$ cat src/rtl/cia_eclk_ctrl_if.sv
// Bundles the requester handshake, E-clock phase enables and the CIA port.
// The master side is the requester/clock environment; the slave side is the controller.
interface cia_eclk_ctrl_if #(
    parameter int unsigned AW = 4,
    parameter int unsigned DW = 8
);
    logic            clk7_en;
    logic [9:0]      eclk;
    logic [1:0]      req;
    logic [1:0]      req_we;
    logic [2*AW-1:0] req_addr;
    logic [2*DW-1:0] req_wdata;
    logic [1:0]      ack;
    logic [DW-1:0]   rdata;
    logic            busy;
    logic            cia_sel;
    logic            cia_we;
    logic [AW-1:0]   cia_addr;
    logic [DW-1:0]   cia_wdata;
    logic [DW-1:0]   cia_rdata;

    modport master (
        output clk7_en, eclk, req, req_we, req_addr, req_wdata, cia_rdata,
        input  ack, rdata, busy, cia_sel, cia_we, cia_addr, cia_wdata
    );

    modport slave (
        input  clk7_en, eclk, req, req_we, req_addr, req_wdata, cia_rdata,
        output ack, rdata, busy, cia_sel, cia_we, cia_addr, cia_wdata
    );
endinterface

$ cat src/rtl/cia_eclk_ctrl.sv
// Round-robin arbiter and 6800-style cycle sequencer for one CIA port,
// launching at E phase E_START and completing at E phase E_STROBE.
module cia_eclk_ctrl #(
    parameter int unsigned AW       = 4,
    parameter int unsigned DW       = 8,
    parameter int unsigned E_START  = 2,
    parameter int unsigned E_STROBE = 9
) (
    input  logic              clk_28,
    input  logic              rst,
    cia_eclk_ctrl_if.slave    bus
);

    typedef enum logic [1:0] {
        IDLE   = 2'd0,
        WAIT_E = 2'd1,
        ACTIVE = 2'd2,
        DONE   = 2'd3
    } state_t;

    state_t          r_state;
    logic            r_grant;
    logic            r_last;
    logic [1:0]      r_ack;
    logic [DW-1:0]   r_rdata;
    logic            r_busy;
    logic            r_cia_sel;
    logic            r_cia_we;
    logic [AW-1:0]   r_cia_addr;
    logic [DW-1:0]   r_cia_wdata;

    logic            w_eclk_valid;
    logic            w_p_start;
    logic            w_p_strobe;
    logic            w_pick;
    logic [AW-1:0]   w_pick_addr;
    logic [DW-1:0]   w_pick_wdata;

    // A malformed (non one-hot) E phase vector never produces a phase event.
    assign w_eclk_valid = $onehot(bus.eclk);
    assign w_p_start    = bus.clk7_en & bus.eclk[E_START]  & w_eclk_valid;
    assign w_p_strobe   = bus.clk7_en & bus.eclk[E_STROBE] & w_eclk_valid;

    assign w_pick       = (bus.req == 2'b11) ? ~r_last : bus.req[1];
    assign w_pick_addr  = w_pick ? bus.req_addr[2*AW-1:AW]  : bus.req_addr[AW-1:0];
    assign w_pick_wdata = w_pick ? bus.req_wdata[2*DW-1:DW] : bus.req_wdata[DW-1:0];

    always_ff @(posedge clk_28 or posedge rst) begin
        if (rst) begin
            r_state     <= IDLE;
            r_grant     <= 1'b0;
            r_last      <= 1'b1;
            r_ack       <= 2'b00;
            r_rdata     <= '0;
            r_busy      <= 1'b0;
            r_cia_sel   <= 1'b0;
            r_cia_we    <= 1'b0;
            r_cia_addr  <= '0;
            r_cia_wdata <= '0;
        end else begin
            r_ack <= 2'b00;
            case (r_state)
                IDLE: begin
                    if (|bus.req) begin
                        r_grant     <= w_pick;
                        r_cia_we    <= bus.req_we[w_pick];
                        r_cia_addr  <= w_pick_addr;
                        r_cia_wdata <= w_pick_wdata;
                        r_busy      <= 1'b1;
                        r_state     <= WAIT_E;
                    end
                end
                WAIT_E: begin
                    if (w_p_start) begin
                        r_cia_sel <= 1'b1;
                        r_state   <= ACTIVE;
                    end
                end
                ACTIVE: begin
                    if (w_p_strobe) begin
                        if (!r_cia_we) begin
                            r_rdata <= bus.cia_rdata;
                        end
                        r_cia_sel <= 1'b0;
                        r_state   <= DONE;
                    end
                end
                DONE: begin
                    // The ack lands in the IDLE cycle that follows, two cycles after the strobe phase.
                    r_ack    <= r_grant ? 2'b10 : 2'b01;
                    r_last   <= r_grant;
                    r_cia_we <= 1'b0;
                    r_busy   <= 1'b0;
                    r_state  <= IDLE;
                end
                default: begin
                    r_state <= IDLE;
                end
            endcase
        end
    end

    assign bus.ack       = r_ack;
    assign bus.rdata     = r_rdata;
    assign bus.busy      = r_busy;
    assign bus.cia_sel   = r_cia_sel;
    assign bus.cia_we    = r_cia_we;
    assign bus.cia_addr  = r_cia_addr;
    assign bus.cia_wdata = r_cia_wdata;

endmodule

$ cat src/flat_wrapper.sv
// flat-port wrapper written by rule: the top's interface ports become plain ports
module cia_eclk_ctrl_flat 
#(
    parameter int unsigned AW       = 4,
    parameter int unsigned DW       = 8,
    parameter int unsigned E_START  = 2,
    parameter int unsigned E_STROBE = 9
)
  (clk_28, rst, bus_clk7_en, bus_eclk, bus_req, bus_req_we, bus_req_addr, bus_req_wdata, bus_cia_rdata, bus_ack, bus_rdata, bus_busy, bus_cia_sel, bus_cia_we, bus_cia_addr, bus_cia_wdata);
  cia_eclk_ctrl_if #(.AW(AW), .DW(DW)) bus_i ();
  input  logic clk_28;
  input  logic rst;
  input wire logic [$bits(bus_i.clk7_en)-1:0] bus_clk7_en;
  input wire logic [$bits(bus_i.eclk)-1:0] bus_eclk;
  input wire logic [$bits(bus_i.req)-1:0] bus_req;
  input wire logic [$bits(bus_i.req_we)-1:0] bus_req_we;
  input wire logic [$bits(bus_i.req_addr)-1:0] bus_req_addr;
  input wire logic [$bits(bus_i.req_wdata)-1:0] bus_req_wdata;
  input wire logic [$bits(bus_i.cia_rdata)-1:0] bus_cia_rdata;
  output wire logic [$bits(bus_i.ack)-1:0] bus_ack;
  output wire logic [$bits(bus_i.rdata)-1:0] bus_rdata;
  output wire logic [$bits(bus_i.busy)-1:0] bus_busy;
  output wire logic [$bits(bus_i.cia_sel)-1:0] bus_cia_sel;
  output wire logic [$bits(bus_i.cia_we)-1:0] bus_cia_we;
  output wire logic [$bits(bus_i.cia_addr)-1:0] bus_cia_addr;
  output wire logic [$bits(bus_i.cia_wdata)-1:0] bus_cia_wdata;
  assign bus_i.clk7_en = bus_clk7_en;
  assign bus_i.eclk = bus_eclk;
  assign bus_i.req = bus_req;
  assign bus_i.req_we = bus_req_we;
  assign bus_i.req_addr = bus_req_addr;
  assign bus_i.req_wdata = bus_req_wdata;
  assign bus_i.cia_rdata = bus_cia_rdata;
  assign bus_ack = bus_i.ack;
  assign bus_rdata = bus_i.rdata;
  assign bus_busy = bus_i.busy;
  assign bus_cia_sel = bus_i.cia_sel;
  assign bus_cia_we = bus_i.cia_we;
  assign bus_cia_addr = bus_i.cia_addr;
  assign bus_cia_wdata = bus_i.cia_wdata;
  cia_eclk_ctrl #(.AW(AW), .DW(DW), .E_START(E_START), .E_STROBE(E_STROBE)) u_core (.clk_28(clk_28), .rst(rst), .bus(bus_i));
endmodule
$ cat config.mk
export PLATFORM = sky130hd
export DESIGN_NAME = cia_eclk_ctrl_flat
export DESIGN_NICKNAME = d
export VERILOG_FILES = /design/src/rtl/cia_eclk_ctrl_if.sv /design/src/rtl/cia_eclk_ctrl.sv /design/src/flat_wrapper.sv
export SDC_FILE = /design/constraint.sdc
export NUM_CORES = 1
export LEC_CHECK = 0
export ABC_AREA = 1
export BUFFER_PORTS_ARGS = -buffer_cell sky130_fd_sc_hd__buf_2
export CORE_ASPECT_RATIO = 1.1
export CORE_MARGIN = 2
export CORE_UTILIZATION = 45
export CTS_CLUSTER_SIZE = 30
export DETAILED_ROUTE_END_ITERATION = 8
export PLACE_DENSITY = 0.82
export SYNTH_ARGS = -nofsm -noshare
export SYNTH_HDL_FRONTEND = slang
export SYNTH_SLANG_ARGS = --single-unit
$ cat constraint.sdc
create_clock -name clk_28 -period 3.8 [get_ports clk_28]
set_input_delay 0.38 -clock clk_28 [delete_from_list [all_inputs] [get_ports clk_28]]
set_output_delay 0.38 -clock clk_28 [all_outputs]
set_load 0.03 [all_outputs]
# After elaboration in Yosys (flattened, before gate mapping)
# Index checks and enable logic that the tools add are counted.
# Widths: inputs -> output; s select.
word_totals:
  register_bits: 29
  word_cells: 61
op_classes:
  muxes: 18
  eq_ne: 8
  order_cmp: 1
  n_reduce_logical: 9
  n_addsub: 9
  n_bitwise: 6
ops:
  columns: ["cell", "count"]
  rows:
  - ["$add 4x4->4", 4]
  - ["$add 1x1->2", 5]
  - ["$mux 2", 5]
  - ["$reduce_and 3->1", 3]
  - ["$mux 8", 1]
  - ["$pmux 2 s4", 1]
  - ["$mux 1", 7]
  - ["$eq 2x2->1 const B", 3]
  - ["$ne 2x1->1 const B", 3]
  - ["$pmux 1 s2", 3]
  - ["$and 1x1->1", 4]
  - ["$eq 4x1->1 const B", 1]
  - ["$mux 4", 1]
  - ["$reduce_and 2->1", 2]
  - ["$reduce_bool 2->1", 2]
  - ["$eq 2x1->1 const B", 1]
  - ["$logic_not 2->1", 1]
  - ["$lt 1x2->1 const B", 1]
  - ["$not 1->1", 2]
  - ["$reduce_or 2->1", 1]

# Longest topological paths before layout
logic_depth:
  depth_word: 8
  ltp_mapped: 14
  mapped_depth_nobuf: 14

# Worst setup path after synthesis
# OpenSTA, ideal clock, no wires.
synth_path:
  kind: "input port to flip-flop"
  start: "in bus_eclk[8]"
  end: "reg u_core.r_rdata[0] (netlist: u_core.bus.rdata[0])"
  path_slack_ns: 0.494
  path_stages: 13
  path_buffers: 0
  setup_ns: 0.118
  arrival_time_ns: 3.188
  path_cell_list: "ha_1 > inv_1 > fa_1 > fa_1 > fa_1 > fa_1 > nand3_2 > nor2_2 > nand3b_4 > inv_4 > nand2_4 > nand2_1 > nand2_1"
synth_via:
  elab_chain_len: 5
synth_rtl:
  columns: ["item", "line", "source"]
  rows:
  - ["start, declared", "flat_wrapper.sv:14", "input wire logic [$bits(bus_i.eclk)-1:0] bus_eclk;"]
  - ["$add 1x1->2 (implied by the code)", "cia_eclk_ctrl.sv:40", "assign w_eclk_valid = $onehot(bus.eclk);"]
  - ["$add 4x4->4 (implied by the code)", "cia_eclk_ctrl.sv:40", null]
  - ["$eq 4x1->1", "cia_eclk_ctrl.sv:40", null]
  - ["$and 1x1->1", "cia_eclk_ctrl.sv:42", "assign w_p_strobe = bus.clk7_en & bus.eclk[E_STROBE] & w_eclk_valid;"]
  - ["$reduce_and 3->1 (no source line)", null, null]
  - ["end signal, assigned", "cia_eclk_ctrl.sv:82", "r_rdata <= bus.cia_rdata;"]
  - ["end, declared", "cia_eclk_ctrl.sv:25", "logic [DW-1:0] r_rdata;"]
# No other way between the ends.
# A chain may end at the register's enable or synchronous reset.

# Worst setup path in the final report
layout_path:
  start: "in bus_eclk[9]"
  end: "reg u_core.r_rdata[7] (netlist: u_core.bus.rdata[7])"
layout_via:
  elab_chain_len: 5
  elab_cells_between_ends: 6
  cone_classes: "add/sub: 2; eq/ne: 1; bitwise: 2; reduce/logical: 1"
layout_rtl:
  columns: ["item", "line"]
  rows:
  - ["$add 1x1->2 (implied by the code)", "cia_eclk_ctrl.sv:40"]
  - ["$add 4x4->4 (implied by the code)", "cia_eclk_ctrl.sv:40"]
  - ["$eq 4x1->1", "cia_eclk_ctrl.sv:40"]
  - ["$and 1x1->1 (*)", "cia_eclk_ctrl.sv:42"]
  - ["$reduce_and 3->1 (no source line) (*)", null]
# Mark *: on every way between the ends. The rest lies on a longest branch, timed or not.

==> Implementation_results.wiki <==
{| class="wikitable"
! Metric !! Value
|-
| Die width || 62.3 µm
|-
| Final HPWL DP || approximately 2.8 mm
|-
| Post-synth design cell area || around 1700 µm²
|-
| H-tree Lvls || 2
|-
| Post-CTS setup-driven buffer insertion count || 0
|-
| Critical hold path startpoint || bus_cia_rdata[5]
|-
| Proportion of synthesized area in mux cells || 0%
|-
| Hold Path End || u_core.bus.rdata[5]$_DFFE_PP0P_
|-
| Cell-by-cell trace of the critical path || buf_2 -> ha_1 -> inv_1 -> fa_1 -> fa_1 -> fa_1 -> fa_1 -> nand3_2 -> nor2_2 -> nand3b_4 -> inv_4 -> nand2_4 -> nand2_1 -> nand2_1
|-
| Final Hold Violating Endpoints || 0
|-
| Number of design-rule violations left by the first detailed-router iteration || 87
|-
| Outcome || finished, final reports clean
|-
| Global-route wire length before repair || 5.66 mm
|-
| Area of the die || approximately 4200 µm²
|-
| Required arrival time at the worst endpoint || 3.96 ns
|-
| Overall fraction of global-route tracks in use || ~17%
|-
| Pin count of the biggest net entering global routing || 30
|-
| Area growth from synthesis to final layout || 29.5%
|-
| Final Max Tran Viols || 0
|-
| Min cycle time layout || 3.27 ns
|-
| Share of the cycle needed by the critical path after routing || between 80% and 90%
|-
| Logic depth of the worst path, buffers included || 14
|-
| Path depth of the worst reg2reg path || 7
|-
| Most used flip-flop cell after synthesis || sky130_fd_sc_hd__dfrtp_1
|-
| Vias/cell || roughly 4.8
|-
| Multi-input combinational cell area || approximately 800 µm²
|-
| Worst hold path type || input port to register
|-
| Sequential share of power || 31.3%
|-
| Aggregate negative setup slack || 0 ns
|-
| RD Place Congestion || ~0.8
|-
| Commonest cells after routing, fill and taps aside || 73 x sky130_fd_sc_hd__buf_2, 46 x sky130_fd_sc_hd__nand2_1, 28 x sky130_fd_sc_hd__dfrtp_1
|-
| Post-synthesis compound-gate area fraction || a little under a tenth
|-
| Quantity of I/O buffers inserted on ports || 73
|-
| Crit path top cell by count || sky130_fd_sc_hd__fa_1
|-
| Wire length reported by the detailed router || 3.63 mm
|-
| Worst Hold Margin || 0.336 ns
|-
| Beginning of the worst register-to-register path || u_core.r_state[0]$_DFFE_PP0P_
|-
| Net switching power of the design || between 800 and 900 µW
|-
| Number of design rule violations left after detail routing || 0
|-
| Final-stage net count || roughly 340
|-
| Worst slew margin relative to its limit || 30.1%
|-
| Sequential cell area fraction in the yosys report || 43.2%
|-
| RSZ-0062 raised after global routing || false
|-
| Total power divided by cell area || 783 nW/µm²
|-
| Insertion delay of the later-clocked pin in the worst-skew pair || 0.27 ns
|-
| Highest attainable clock frequency || around 0.31 GHz
|-
| CP max FO || 9
|-
| TritonRoute pass-1 iters || 4
|-
| Count of hold-fix buffers inserted at cts || 0
|-
| Total power consumption of the routed design || ~1700 µW
|-
| Tightest Pin Transition || 1.05 ns
|-
| CORE AREA || 3630 µm²
|-
| Area share of fa/ha/maj cells after synthesis || 15.3%
|-
| Number of antenna violations at the first check in global routing || 0
|-
| Yosys warning total || 0
|-
| Initial Util || 46.4%
|-
| Leakage Power || 0.00127 µW
|-
| Cell internal power dissipation || about 900 µW
|-
| Average size of a mapped cell || 8.63 µm²
|-
| Root Buffer Master || sky130_fd_sc_hd__clkbuf_8
|-
| Remaining Overflow, GRT || 0
|-
| Register Area || ~730 µm²
|-
| Crit Reg-Reg Endpoint || u_core.bus.cia_we$_DFFE_PP0P_
|-
| Worst hold path depth || 3
|-
| Sum of buffers and inverters on the critical path || 3
|-
| Net count after synthesis || ~260
|-
| Data arrival time of the critical path || 3.43 ns
|-
| Wire length per cell || 11.3 µm
|-
| Element type at the critical path start || input port
|-
| Combinational family with the most area after synthesis || simple AND/OR/NAND/NOR gates
|-
| Minimum setup slack among reg-to-reg paths || about 2.1 ns
|-
| Type of the setup path with the least slack || input port to register
|-
| Portion of total power attributed to the clock network || between 15 and 20%
|-
| Quantity of gates resized following cts || 0
|-
| #FFs+latches synth || 29
|-
| Number of global-route vias before repair || around 1,300
|-
| Number of maximum-capacitance violations || 0
|-
| Family with the most delay on the worst path || adder cells
|-
| CP Capture Type || register
|-
| TritonCTS clock tree || done
|-
| Fraction of registers with async set or reset after synthesis || 100%
|-
| Routed via count || ~1,500
|-
| Share of post-route cells with drive strength above 1 || a little over a third
|-
| Slowest Stage Delay on Critical Path || between 0.5 and 0.6 ns
|-
| Simple logic cell fraction of the synthesized area || approximately a quarter
|-
| Most common cell after layout, fill and taps aside || sky130_fd_sc_hd__buf_2
|-
| Net switching fraction of the power || between 40% and 50%
|-
| Skew final || about 0.004 ns
|-
| Floorplan die height || 68.1 µm
|-
| Cell with the largest stage delay on the worst path || sky130_fd_sc_hd__fa_1
|-
| Logic gate share of total power || 52.3%
|-
| Clk sinks || 29
|-
| Post-Syn Instances || 195
|-
| Number of antenna repair diodes || 0
|-
| Synthesized-area fraction occupied by xor and xnor cells || 0%
|-
| Count of fill cells added during filler insertion || between 300 and 400
|-
| Worst supply voltage drop on vdd || ~430 µV
|-
| EDFF count, synth || 0
|-
| Inserted Clock Buffers || 5
|-
| Count of standard-cell rows || 23
|-
| # setup viols final || 0
|-
| DRT antenna net count || 0
|-
| Clock input transition at the sequential cells of the worst setup and hold paths || ~0.060 ns
|-
| Count of cell types in the netlist || 22
|-
| I/O Pins || 74
|-
| Maximum clock path buffer count || 2
|}
==> per-layer routing <==
metal / vias up / GRT usage [%] / routed length (µm)
met2: 49 / 30.0 / 1810
li1: 768 / - / -
met1: 715 / 21.0 / 1600
met4: 0 / 4.44 / 42
met5: - / 0 / 0
met3: 6 / 3.45 / 180
==> sequential cells by signal, indices dropped and copies added, names as in the netlist <==
register / flops
u_core.r_last: 1
u_core.r_state: 2
u_core.bus.cia_addr: 4
u_core.bus.cia_wdata: 8
u_core.bus.ack: 2
u_core.bus.rdata: 8
u_core.bus.busy: 1
u_core.bus.cia_sel: 1
u_core.r_grant: 1
u_core.bus.cia_we: 1
==> cell families (layout without fill, tap and decap cells) <==
family	after synthesis	after routing
AO/OA/AOI/OAI	30	30
adder cells (fa/ha/maj)	17	17
buffers and inverters	33	110
flip-flops	29	29
AND/OR/NAND/NOR	86	86
==> cells in the mapped netlist, types with 2 or more instances <==
cell type                  n  area, µm²
sky130_fd_sc_hd__inv_2     3       11.3
sky130_fd_sc_hd__dfrtp_1  28        701
sky130_fd_sc_hd__ha_1     11        138
sky130_fd_sc_hd__fa_1      6        120
sky130_fd_sc_hd__nand3_2   2       20.0
sky130_fd_sc_hd__nand3_1  11       55.1
sky130_fd_sc_hd__nand2_1  46        173
sky130_fd_sc_hd__nor2_2    2       12.5
sky130_fd_sc_hd__o21ai_0   8       40.0
sky130_fd_sc_hd__nand2_2   3       18.8
sky130_fd_sc_hd__o21ai_1  21        105
sky130_fd_sc_hd__buf_2     2       10.0
sky130_fd_sc_hd__inv_1    24       90.1
sky130_fd_sc_hd__nand4_1   3       18.8
sky130_fd_sc_hd__nor2_1   17       63.8
sky130_fd_sc_hd__buf_6     2       22.5
==> worst register-to-register path: cells and delay by family, from the launching register on <==
kind            cells  cell delay (ns)
fa+ha+maj           1             0.18
flops               1             0.42
compound gates      3             0.57
buf+inv             3             0.40
==> stage by stage <==
step | utilization, % | instances | setup slack, ns | area (µm²)
floorplan | - | 195 | 0.494 | 1680
global placement | 57.3 | 314 | 0.304 | 2080
detailed placement | 57.3 | 314 | 0.229 | 2080
CTS | 60.1 | 322 | 0.519 | 2180
global route | 60.1 | 322 | 0.400 | 2180
finish | 60.1 | 322 | 0.530 | 2180
==> cell type report <==
cell class,instances,area share [%]
tap,50,2.87
clock inverter,1,0.230
sequential,29,33.4
inverter,29,5.11
timing repair buffer,73,16.8
multi-input combinational,133,37.3
clock buffer,7,4.42
==> power groups by stage <==
stage / clock, µW / sequential, µW / combinational, µW
2_1_floorplan: 0 / 769 / 439
3_3_place_gp: 0 / 533 / 874
3_5_place_dp: 0 / 537 / 894
4_1_cts: 282 / 532 / 900
5_1_grt: 300 / 549 / 988
6_report: 279 / 534 / 893
==> worst max path at each step <==
| stage | startpoint | to | slack (ns) |
|---|---|---|---|
| after floorplan | bus_eclk[8] | u_core.bus.rdata[0]$_DFFE_PP0P_ | 0.49 |
| after global placement | bus_eclk[9] | u_core.bus.rdata[7]$_DFFE_PP0P_ | 0.30 |
| after detailed placement | bus_eclk[9] | u_core.bus.rdata[7]$_DFFE_PP0P_ | 0.23 |
| after CTS | bus_eclk[9] | u_core.bus.rdata[7]$_DFFE_PP0P_ | 0.52 |
| after global routing | bus_eclk[9] | u_core.bus.rdata[2]$_DFFE_PP0P_ | 0.40 |
| final | bus_eclk[9] | u_core.bus.rdata[7]$_DFFE_PP0P_ | 0.53 |
No activity file was read; power rests on OpenSTA's default activity.
